## src/rtl/radix_4_div_pkg.sv

```systemverilog
// Shared definitions for the radix-4 divider: quotient digit bit positions
// (common with the sign coder) and the on-the-fly converter state encoding.
package radix_4_div_pkg;

   localparam int QUOT_NEG_2 = 0;
   localparam int QUOT_NEG_1 = 1;
   localparam int QUOT_ZERO  = 2;
   localparam int QUOT_POS_1 = 3;
   localparam int QUOT_POS_2 = 4;

   typedef enum logic [1:0] {
      OTFC_IDLE,
      OTFC_RUN,
      OTFC_DONE
   } otfc_state_e;

endpackage

```

## src/rtl/radix_4_otfc_sel.sv

```systemverilog
// Combinational next-value selection for the on-the-fly converter.
// Produces Q/QM after appending one radix-4 digit; non-one-hot digits act as 0.
module radix_4_otfc_sel
   import radix_4_div_pkg::*;
#(
   parameter int WIDTH = 64
) (
   input  logic [WIDTH-1:0] q,
   input  logic [WIDTH-1:0] qm,
   input  logic [4:0]       quot,
   output logic [WIDTH-1:0] q_nxt,
   output logic [WIDTH-1:0] qm_nxt
);

   always_comb begin
      q_nxt  = {q[WIDTH-3:0], 2'b00};
      qm_nxt = {qm[WIDTH-3:0], 2'b11};
      if ($onehot(quot)) begin
         if (quot[QUOT_POS_2]) begin
            q_nxt  = {q[WIDTH-3:0], 2'b10};
            qm_nxt = {q[WIDTH-3:0], 2'b01};
         end else if (quot[QUOT_POS_1]) begin
            q_nxt  = {q[WIDTH-3:0], 2'b01};
            qm_nxt = {q[WIDTH-3:0], 2'b00};
         end else if (quot[QUOT_NEG_1]) begin
            // Negative digits borrow from QM, so no carry chain is ever needed
            q_nxt  = {qm[WIDTH-3:0], 2'b11};
            qm_nxt = {qm[WIDTH-3:0], 2'b10};
         end else if (quot[QUOT_NEG_2]) begin
            q_nxt  = {qm[WIDTH-3:0], 2'b10};
            qm_nxt = {qm[WIDTH-3:0], 2'b01};
         end
      end
   end

endmodule

```

## src/rtl/radix_4_otfc.sv

```systemverilog
// Radix-4 on-the-fly quotient converter: accumulates WIDTH/2 signed digits into Q and Q-1.
// Optional macro RADIX_4_OTFC_DIGIT_CHECK_EN enables the sticky illegal-digit flag err_o.
module radix_4_otfc
   import radix_4_div_pkg::*;
#(
   parameter int WIDTH = 64,
   parameter int CNT_W = $clog2(WIDTH/2+1)
) (
   input  logic             clk,
   input  logic             rst,
   input  logic             start_i,
   input  logic             quot_vld_i,
   input  logic [4:0]       quot_i,
   output logic             busy_o,
   output logic             res_vld_o,
   input  logic             res_rdy_i,
   output logic [WIDTH-1:0] quot_o,
   output logic [WIDTH-1:0] quot_m1_o,
   output logic             err_o
);

   localparam int LAST_DIGIT = WIDTH/2 - 1;

   otfc_state_e      state;
   logic [WIDTH-1:0] q;
   logic [WIDTH-1:0] qm;
   logic [WIDTH-1:0] q_nxt;
   logic [WIDTH-1:0] qm_nxt;
   logic [CNT_W-1:0] cnt;
   logic             res_vld;

   radix_4_otfc_sel #(
      .WIDTH (WIDTH)
   ) u_sel (
      .q      (q),
      .qm     (qm),
      .quot   (quot_i),
      .q_nxt  (q_nxt),
      .qm_nxt (qm_nxt)
   );

`ifdef RADIX_4_OTFC_DIGIT_CHECK_EN
   logic err;

   always_ff @(posedge clk or posedge rst) begin
      if (rst) begin
         err <= 1'b0;
      end else if (start_i) begin
         err <= 1'b0;
      end else if (state == OTFC_RUN && quot_vld_i && !$onehot(quot_i)) begin
         err <= 1'b1;
      end
   end

   assign err_o = err;
`else
   assign err_o = 1'b0;
`endif

   always_ff @(posedge clk or posedge rst) begin
      if (rst) begin
         state   <= OTFC_IDLE;
         q       <= '0;
         qm      <= '0;
         cnt     <= '0;
         res_vld <= 1'b0;
      end else if (start_i) begin
         // A start also completes any pending DONE handshake implicitly
         state   <= OTFC_RUN;
         q       <= '0;
         qm      <= '1;
         cnt     <= '0;
         res_vld <= 1'b0;
      end else begin
         case (state)
            OTFC_RUN: begin
               if (quot_vld_i) begin
                  q   <= q_nxt;
                  qm  <= qm_nxt;
                  cnt <= cnt + CNT_W'(1);
                  if (cnt == CNT_W'(LAST_DIGIT)) begin
                     state   <= OTFC_DONE;
                     res_vld <= 1'b1;
                  end
               end
            end
            OTFC_DONE: begin
               if (res_rdy_i) begin
                  state   <= OTFC_IDLE;
                  res_vld <= 1'b0;
               end
            end
            default: begin
               state <= OTFC_IDLE;
            end
         endcase
      end
   end

   assign busy_o    = (state == OTFC_RUN);
   assign res_vld_o = res_vld;
   assign quot_o    = q;
   assign quot_m1_o = qm;

endmodule

```

## config.mk

```make
export PLATFORM = sky130hd
export DESIGN_NAME = radix_4_otfc
export DESIGN_NICKNAME = d
export VERILOG_FILES = /design/src/rtl/radix_4_div_pkg.sv /design/src/rtl/radix_4_otfc_sel.sv /design/src/rtl/radix_4_otfc.sv
export SDC_FILE = /design/constraint.sdc
export NUM_CORES = 1
export LEC_CHECK = 0
export BUFFER_PORTS_ARGS = -buffer_cell sky130_fd_sc_hd__buf_4
export CAP_MARGIN = 15
export CORE_MARGIN = 5
export CORE_UTILIZATION = 23
export DETAILED_ROUTE_END_ITERATION = 10
export HOLD_SLACK_MARGIN = 0.06
export PLACE_DENSITY = 0.52
export REMOVE_ABC_BUFFERS = 1
export SLEW_MARGIN = 15
export SYNTH_ARGS = -nofsm -noshare
export SYNTH_HDL_FRONTEND = slang
export SYNTH_SLANG_ARGS = --single-unit
```

## constraint.sdc

```tcl
create_clock -name clk -period 5.5 [get_ports clk]
set_input_delay 0.825 -clock clk [delete_from_list [all_inputs] [get_ports clk]]
set_output_delay 0.825 -clock clk [all_outputs]
set_load 0.05 [all_outputs]
```

==> results.ini, run 1 <==
[status]
run_status=finished clean

[clock_tree]
ctsHoldBuffers=0
root_buffer=clkbuf_16
clock-sinks=137
cts_made_buffers=17
clk-insertion-delay-late_ps=410
cts_buffer_depth=2
post_cts_buffers=0
tritoncts=yes
ctsResizeCount=0
h-tree-depth=4
clk_pin_slew_ps=60

[pwr]
p_per_area_nw_per_um2=339
ir_worst_vdd_uv=150
p_leak_nw=3.85

[logic_synthesis]
synth-simple-area-share_pct=6.23
synth.area.mux_share_pct=8.90
synth_compound_area_share_pct=24.9
yosysTopAreaCellShare_pct=49.2
synth.distinct_cells=39
netlist_top_cells_area=dfrtp_1 49%, mux2i_1 8.9%, a2bb2oi_1 7.8%, o311ai_0 7.8%, o221ai_1 7.7%
synth_warnings=0
synthCells=647
synth_area_sq_um=6970
syn_avg_cell_area_sq_um=10.8
yosysTopAreaCell=dfrtp_1
synthAdderAreaFrac_pct=1.47
synthXorXnorAreaFrac_pct=0.251
seq_area_frac_synth_pct=49.2
ys_ff_latch=137
synth_top_family_by_area=compound AO/OA/AOI/OAI gates

[finish]
final_cell_mix=146 x buf_4, 137 x dfrtp_1, 68 x inv_1, 68 x nand2_1
layout.nets=761
final_area_sq_um=8900
fillers=3113
syn_to_final_growth_pct=27.7
drive_above_1_share_pct=25.4
n_antenna_cell=0
layout_commonest_cell=buf_4

[placed_design]
port_buffers=139
gp_congestion=0.726
dp.final_hpwl_um=12400
placed_area_sq_um=8290

[worst_setup_path]
crit_type=input port to register
r2r-end=quot_o[47]$_DFFE_PP0P_
rr_startpoint=state[1]$_DFFE_PP0P_
worst_r2r_path_depth=4
startpoint_type=input port
end_kind=register
worstPathRequired_ps=5740
r2r_slack_ps=3140
cp.arrival_ps=3340
cp_max_fo=62

[global_route]
track_usage_pct=12.8
antenna_found_initial=1
grt_max_degree=187
globalRouteOverflowTotal=0
grt_pass1_vias=5822
grt_pass1_wl_um=34800

[floorplanning]
die_area_sq_um=33900
fp.dieH_um=184
ioPinCount=141
die_w_um=184
initial_core_util_pct=23.4
coreArea_sq_um=29800
rows=63

[timing]
holdWs_ps=546
finalHoldViolCount=0
tightest_slew_ps=942
finalMaxSlewViolations=0
finClkSkew_ps=12.7
layout_min_cycle_time_ps=3090
slew-limit-headroom_pct=37.2
fmax_ghz=0.323
rsz0062_at_grt=no
setup_viol=0
fin_crit_sh_pct=56.3

[route]
firstDrtPassIters=4
final_antenna_net_count=0
viasPerCell=5.02
drt_first_iter_violations=441
finalWirelength_um=21800
drc_errors=0
vias=5759
wl_per_cell_um=19.0

[hold_path]
hold_class=input port to async pin

[flow_run]
cap_violations=0

[sequential cells by signal, summed over array words and instances, names as in the netlist]
| register | count |
|---|---|
| cnt | 6 |
| quot_m1_o | 64 |
| quot_o | 64 |
| res_vld_o | 1 |
| state | 2 |
[cell type report]
cell class                 count  area [sq um]  share of cell area, %
tap                          390           488                   5.48
clock inverter                11           121                   1.36
multi-input combinational    370          2970                   33.3
sequential                   137          3430                   38.5
timing repair buffer         149          1160                   13.1
inverter                      69           264                   2.96
clock buffer                  21           470                   5.28
[logic make-up (layout without fill, tap and decap cells)]
logic type / Yosys count / after routing
AO/OA/AOI/OAI: 202 / 202
XOR/XNOR: 2 / 2
adder cells (fa/ha/maj): 7 / 7
buffers and inverters: 140 / 250
flip-flops: 137 / 137
multiplexers: 62 / 62
other: 1 / 1
AND/OR/NAND/NOR: 96 / 96
[cell usage after synthesis (all sizes together)]
cell type and number:
a21o 1, a21oi 7, a2bb2oi 62, and3b 1, buf 38, clkbuf 33, conb 1, dfrtp 137
fa 2, ha 5, inv 69, mux2i 62, nand2 68, nand2b 2, nand3 2, nand3b 2
nand4b 1, nand4bb 1, nor2 7, nor2b 1, nor3 1, nor4 1, nor4bb 1, o2111ai 1
o21ai 3, o21ba 1, o221ai 62, o311ai 62, o31ai 2, o32a 1, or2 1, or3 3
or3b 1, or4 2, or4b 1, xnor2 2
[worst max-delay path by stage]
stage                          start  slack, ps  cells past startpoint                        end
after floorplan           quot_vld_i      -9180                      3     quot_o[52]$_DFFE_PP0P_
after global placement     quot_i[1]       1880                     10  quot_m1_o[49]$_DFFE_PP0P_
after detailed placement   quot_i[1]       1780                     10  quot_m1_o[53]$_DFFE_PP0P_
after CTS                  quot_i[1]       2230                     10  quot_m1_o[53]$_DFFE_PP0P_
after global routing       quot_i[0]       2280                     11   quot_m1_o[2]$_DFFE_PP0P_
final                      quot_i[0]       2410                     10     quot_o[40]$_DFFE_PP0P_
[routing by layer]
layer,GRT usage [%],part of all wire (%)
met2,19.8,47
met1,17.8,47
met5,0,0
met4,2.54,0.50
met3,3.73,5.5
[through the flow]
stage / total power, W / utilization, % / setup TNS [ps] / instances / setup slack [ps]
after floorplan: 0.00167 / - / -1025440 / 576 / -9180
after global routing: 0.00315 / 29.9 / 0 / 1147 / 2280
after CTS: 0.00306 / 29.8 / 0 / 1146 / 2230
final: 0.00302 / 29.9 / 0 / 1147 / 2410
after detailed placement: 0.00185 / 27.8 / 0 / 1114 / 1780
after global placement: 0.00185 / 27.8 / 0 / 1114 / 1880
[power breakdown]
part | switching, W | internal [W]
Combinational | 0.000462 | 0.000229
Clock | 0.000484 | 0.000705
Sequential | 0.0000733 | 0.00107
[worst max-delay path, cell delays in order]
cell and delay (ps):
buf_4 120, inv_1 50, ha_1 300, fa_1 360
inv_1 90, fa_1 460, nand3_2 110, or3_2 110
buf_4 610, o221ai_1 250
Power figures use the tool's default switching activity.
==> run 2, diff against run 1 <==
PLACE_DENSITY = 0.53   (was 0.52)
clock period = 2.7 ns   (was 5.5 ns; I/O delays follow)
==> run 2 against run 1 <==
- global-route usage grew 0.23 points
- clock power grew 110%
- flip-flop and latch count is the same
- cell area grew 2.3%
- first-iteration DRC count grew 25%
- critical endpoint is now quot_o[55]$_DFFE_PP0P_
- largest power group unchanged
==> results.ini, run 2 (same netlist as run 1, synthesis figures left out) <==
[worst_setup_path]
cp.arrival_ps=2850  ; was 3340 ps
startpoint_type=input port  ; unchanged
end_kind=register  ; unchanged
rr_startpoint=state[1]$_DFFE_PP0P_  ; unchanged
worst_r2r_path_depth=4  ; unchanged
cp_max_fo=65  ; was 62
crit_type=input port to register  ; unchanged
worstPathRequired_ps=3030  ; was 5740 ps
r2r-end=quot_o[48]$_DFFE_PP0P_  ; was quot_o[47]$_DFFE_PP0P_
r2r_slack_ps=690  ; was 3140 ps

[route]
firstDrtPassIters=4  ; unchanged
drc_errors=0  ; unchanged
viasPerCell=4.93  ; was 5.02
vias=5718  ; was 5759
finalWirelength_um=22000  ; was 21800 um
drt_first_iter_violations=552  ; was 441
wl_per_cell_um=18.9  ; was 19.0 um
final_antenna_net_count=0  ; unchanged

[floorplanning]
die_w_um=184  ; unchanged
die_area_sq_um=33900  ; unchanged
coreArea_sq_um=29800  ; unchanged
initial_core_util_pct=23.4  ; unchanged
fp.dieH_um=184  ; unchanged
rows=63  ; unchanged
ioPinCount=141  ; unchanged

[clock_tree]
tritoncts=yes  ; unchanged
ctsHoldBuffers=0  ; unchanged
cts_made_buffers=17  ; unchanged
h-tree-depth=4  ; unchanged
post_cts_buffers=0  ; unchanged
clk-insertion-delay-late_ps=420  ; was 410 ps
root_buffer=clkbuf_16  ; unchanged
clk_pin_slew_ps=70  ; was 60 ps
ctsResizeCount=0  ; unchanged
cts_buffer_depth=2  ; unchanged
clock-sinks=137  ; unchanged

[timing]
tightest_slew_ps=729  ; was 942 ps
layout_min_cycle_time_ps=2530
rsz0062_at_grt=no  ; unchanged
setup_viol=0  ; unchanged
slew-limit-headroom_pct=51.4  ; was 37.2%
finalMaxSlewViolations=0  ; unchanged
fmax_ghz=0.395
fin_crit_sh_pct=93.7
finClkSkew_ps=7.45  ; was 12.7 ps
finalHoldViolCount=0  ; unchanged

[finish]
fillers=3073  ; was 3113
final_cell_mix=154 x buf_4, 137 x dfrtp_1, 68 x inv_1, 68 x nand2_1  ; was 146 x buf_4, 137 x dfrtp_1, 68 x inv_1, 68 x nand2_1
layout.nets=776  ; was 761
syn_to_final_growth_pct=30.6  ; was 27.7%
utilization_pct=30.6  ; was 29.9%
layout_commonest_cell=buf_4  ; unchanged
final_area_sq_um=9110  ; was 8900 sq um
n_antenna_cell=0  ; unchanged
drive_above_1_share_pct=26.8  ; was 25.4%

[placed_design]
gp_congestion=0.731  ; was 0.726
dp.final_hpwl_um=13600  ; was 12400 um
placed_area_sq_um=8510  ; was 8290 sq um
port_buffers=139  ; unchanged

[flow_run]
cap_violations=0  ; unchanged

[global_route]
grt_max_degree=131  ; was 187
grt_pass1_vias=5820  ; was 5822
grt_pass1_wl_um=35200  ; was 34800 um
track_usage_pct=13.0  ; was 12.8%
antenna_found_initial=0  ; was 1
globalRouteOverflowTotal=0  ; unchanged

[pwr]
ir_worst_vdd_uv=356  ; was 150 uV
p_leak_nw=3.95  ; was 3.85 nW
p_per_area_nw_per_um2=683  ; was 339 nW/um^2

[status]
run_status=finished clean  ; unchanged

[hold_path]
hold_class=input port to async pin  ; unchanged

-- run 2: changes by cell type in the layout (fill, tap and decap cells not counted), sizes merged --
cell	previous run	this run
clkinvlp	2	3
clkinv	7	5
bufinv	2	3
clkbuf	21	19
buf	149	164
-- run 2: through the flow --
stage / setup WS (ps) / hold WS (ps) / setup TNS [ps] / cells / power, W
2_1_floorplan: -11660 / 468 / -1522600 / 576 / 0.00341
3_3_place_gp: -216 / 522 / -12710 / 1130 / 0.00383
3_5_place_dp: -256 / 525 / -14920 / 1130 / 0.00384
4_1_cts: 188 / 64.1 / 0 / 1160 / 0.00633
5_1_grt: 0.278 / 97.2 / 0 / 1160 / 0.00652
6_report: 171 / 45.0 / 0 / 1160 / 0.00622
-- run 2: layer usage --
| layer | global-route usage (%) | up-vias | part of all wire [%] |
|---|---|---|---|
| met1 | 18.0 | 2868 | 45 |
| met5 | 0 | - | 0 |
| li1 | - | 2690 | - |
| met2 | 20.3 | 148 | 47 |
| met4 | 2.54 | 0 | 0.66 |
| met3 | 3.95 | 12 | 7.2 |
-- run 2: area by class of cell --
cell class / instances / area, sq um / area share [%]
Tap cell: 390 / 488 / 5.36
Timing Repair Buffer: 164 / 1360 / 14.9
Clock buffer: 19 / 453 / 4.97
Clock inverter: 11 / 149 / 1.63
Sequential cell: 137 / 3430 / 37.6
Multi-Input combinational cell: 370 / 2970 / 32.6
Inverter: 69 / 264 / 2.90
-- run 2: how the worst max path moves through the flow --
stage / start / end / slack (ps) / cells past startpoint
CTS: quot_i[2] / quot_o[52]$_DFFE_PP0P_ / 190 / 9
finish: quot_i[2] / quot_o[55]$_DFFE_PP0P_ / 170 / 9
global placement: quot_i[2] / quot_o[52]$_DFFE_PP0P_ / -220 / 9
global route: quot_i[1] / quot_o[60]$_DFFE_PP0P_ / 0.3 / 10
detailed placement: quot_i[2] / quot_o[5]$_DFFE_PP0P_ / -260 / 9
floorplan: state[1]$_DFFE_PP0P_ / quot_o[52]$_DFFE_PP0P_ / -11660 / 3
-- run 2: worst max-delay path, cell delays in order --
cell	delay, ps
buf_4	110
ha_1	300
fa_1	400
inv_1	90
fa_1	450
nand3_2	110
buf_4	570
o311ai_0	260
o221ai_1	120
-- run 2: where the power goes --
part | internal, W | switching, W | total [W]
combinational | 0.000504 | 0.000957 | 0.00146
sequential | 0.00217 | 0.000146 | 0.00232
clock | 0.00149 | 0.000951 | 0.00244
==> run 3, diff against run 2 <==
PLACE_DENSITY = 0.39   (was 0.53)
==> run 3 against run 2 <==
- via count grew 1.5%
- sequential power hardly changed
- count of clock-buffer cells in the layout down 1
- register-to-register slack better by 50 ps
- first-iteration DRC count fell by 23%
- clock skew grew 1.4 ps
- clock power about the same
- routed wire length fell by 0.47%
- utilization shrank 0.055 points
- critical path depth up 1
- cell count is the same
- critical endpoint is now quot_o[52]$_DFFE_PP0P_
- largest cell class unchanged
==> results.ini, run 3 (same netlist as run 1, synthesis figures left out) <==
[floorplanning]
coreArea_sq_um=29800  ; unchanged
fp.dieH_um=184  ; unchanged
die_area_sq_um=33900  ; unchanged
die_w_um=184  ; unchanged
ioPinCount=141  ; unchanged
rows=63  ; unchanged
initial_core_util_pct=23.4  ; unchanged

[timing]
slew-limit-headroom_pct=51.9  ; was 51.4%
setup_tns_ps=0  ; unchanged
layout_min_cycle_time_ps=2500  ; was 2530 ps
rsz0062_at_grt=no  ; unchanged
finalMaxSlewViolations=0  ; unchanged
fin_crit_sh_pct=92.7  ; was 93.7%
setup_viol=0  ; unchanged
fmax_ghz=0.400  ; was 0.395 GHz
finClkSkew_ps=8.82  ; was 7.45 ps
tightest_slew_ps=721  ; was 729 ps
finalHoldViolCount=0  ; unchanged

[placed_design]
dp.final_hpwl_um=13800  ; was 13600 um
port_buffers=139  ; unchanged
gp_congestion=0.740  ; was 0.731

[pwr]
p_per_area_nw_per_um2=681  ; was 683 nW/um^2
ir_worst_vdd_uv=361  ; was 356 uV
p_leak_nw=3.95  ; about the same
finalPower_w=0.00619  ; was 0.00622 W

[status]
run_status=finished clean  ; unchanged

[finish]
final_cell_mix=152 x buf_4, 137 x dfrtp_1, 68 x inv_1, 68 x nand2_1  ; was 154 x buf_4, 137 x dfrtp_1, 68 x inv_1, 68 x nand2_1
fillers=3072  ; was 3073
layout_commonest_cell=buf_4  ; unchanged
layout.nets=774  ; was 776
n_antenna_cell=0  ; unchanged
drive_above_1_share_pct=26.6  ; was 26.8%
syn_to_final_growth_pct=30.4  ; was 30.6%

[clock_tree]
clock-sinks=137  ; unchanged
ctsResizeCount=0  ; unchanged
cts_made_buffers=17  ; unchanged
cts_buffer_depth=2  ; unchanged
h-tree-depth=4  ; unchanged
clk_pin_slew_ps=60  ; was 70 ps
clk-insertion-delay-late_ps=420  ; about the same
tritoncts=yes  ; unchanged
post_cts_buffers=0  ; unchanged
ctsHoldBuffers=0  ; unchanged
root_buffer=clkbuf_16  ; unchanged

[worst_setup_path]
r2r_slack_ps=740  ; was 690 ps
cp_max_fo=44  ; was 65
cp.arrival_ps=2780  ; was 2850 ps
end_kind=register  ; unchanged
startpoint_type=input port  ; unchanged
worst_r2r_path_depth=4  ; unchanged
crit_type=input port to register  ; unchanged
worstPathRequired_ps=2970  ; was 3030 ps

[global_route]
grt_pass1_vias=5910  ; was 5820
grt_pass1_wl_um=35200  ; about the same
grt_max_degree=79  ; was 131
globalRouteOverflowTotal=0  ; unchanged
track_usage_pct=13.0  ; about the same
grt_use_met1_pct=18.0  ; about the same
use_met2_pct=20.2  ; was 20.3%
busiest_layer=met2  ; unchanged
antenna_found_initial=0  ; unchanged
grtUsageMet3_pct=4.01  ; was 3.95%

[route]
viasPerCell=5.00  ; was 4.93
final_antenna_net_count=0  ; unchanged
vias=5804  ; was 5718
wl_per_cell_um=18.8  ; was 18.9 um
drt_first_iter_violations=424  ; was 552
finalWirelength_um=21900  ; was 22000 um
firstDrtPassIters=4  ; unchanged
drc_errors=0  ; unchanged

[hold_path]
hold_class=input port to async pin  ; unchanged

[flow_run]
cap_violations=0  ; unchanged

-- run 3: changes by cell type in the layout (fill, tap and decap cells not counted) --
| cell | change |
|---|---|
| clkinv_4 | +1 |
| inv_6 | +3 |
| clkinv_2 | +2 |
| clkbuf_8 | -2 |
| buf_4 | -2 |
| clkbuf_1 | +1 |
| clkinvlp_4 | -3 |
-- run 3: where the power goes --
group	internal, W	switching [W]
logic	0.000499	0.000947
clock network	0.00146	0.000966
registers	0.00217	0.000146
-- run 3: final cells by class --
| class | instances | area (sq um) | area share [%] |
|---|---|---|---|
| Inverter | 69 | 264 | 2.90 |
| Sequential cell | 137 | 3430 | 37.7 |
| Multi-Input combinational cell | 370 | 2970 | 32.7 |
| Timing Repair Buffer | 162 | 1340 | 14.8 |
| Tap cell | 390 | 488 | 5.37 |
| Clock inverter | 14 | 171 | 1.89 |
| Clock buffer | 18 | 429 | 4.72 |
-- run 3: critical path: stages --
cell and delay, ps:
buf_4 90, inv_1 40, ha_1 290, fa_1 160
inv_1 60, fa_1 610, nand3_2 130, buf_4 280
o311ai_0 500, o221ai_2 170
-- run 3: layer usage --
metal / vias to the layer above / wire length [um]
met1: 2962 / 10300
met5: - / 0
met3: 11 / 1260
met4: 0 / 187
met2: 137 / 10100
li1: 2694 / -
-- run 3: final timing paths --
check	start	end
max	quot_i[1]	quot_o[52]$_DFFE_PP0P_
min	rst	cnt[5]$_DFFE_PP0P_
max reg2reg	state[1]$_DFFE_PP0P_	quot_o[38]$_DFFE_PP0P_
min reg2reg	quot_m1_o[62]$_DFFE_PP0P_	quot_m1_o[62]$_DFFE_PP0P_
max in group asynchronous	rst	quot_m1_o[31]$_DFFE_PP0P_
min in group clk	res_rdy_i	state[1]$_DFFE_PP0P_
-- run 3: metrics by stage --
stage	utilization, %	setup WS (ps)	instance area (sq um)	hold slack [ps]	cells
after detailed placement	28.5	-220	8490	530	1128
after global routing	30.5	12.4	9090	149	1160
after CTS	30.5	174	9090	117	1160
final	30.5	198	9090	98.9	1160
after global placement	28.5	-119	8490	524	1128
after floorplan	-	-11660	6600	468	576
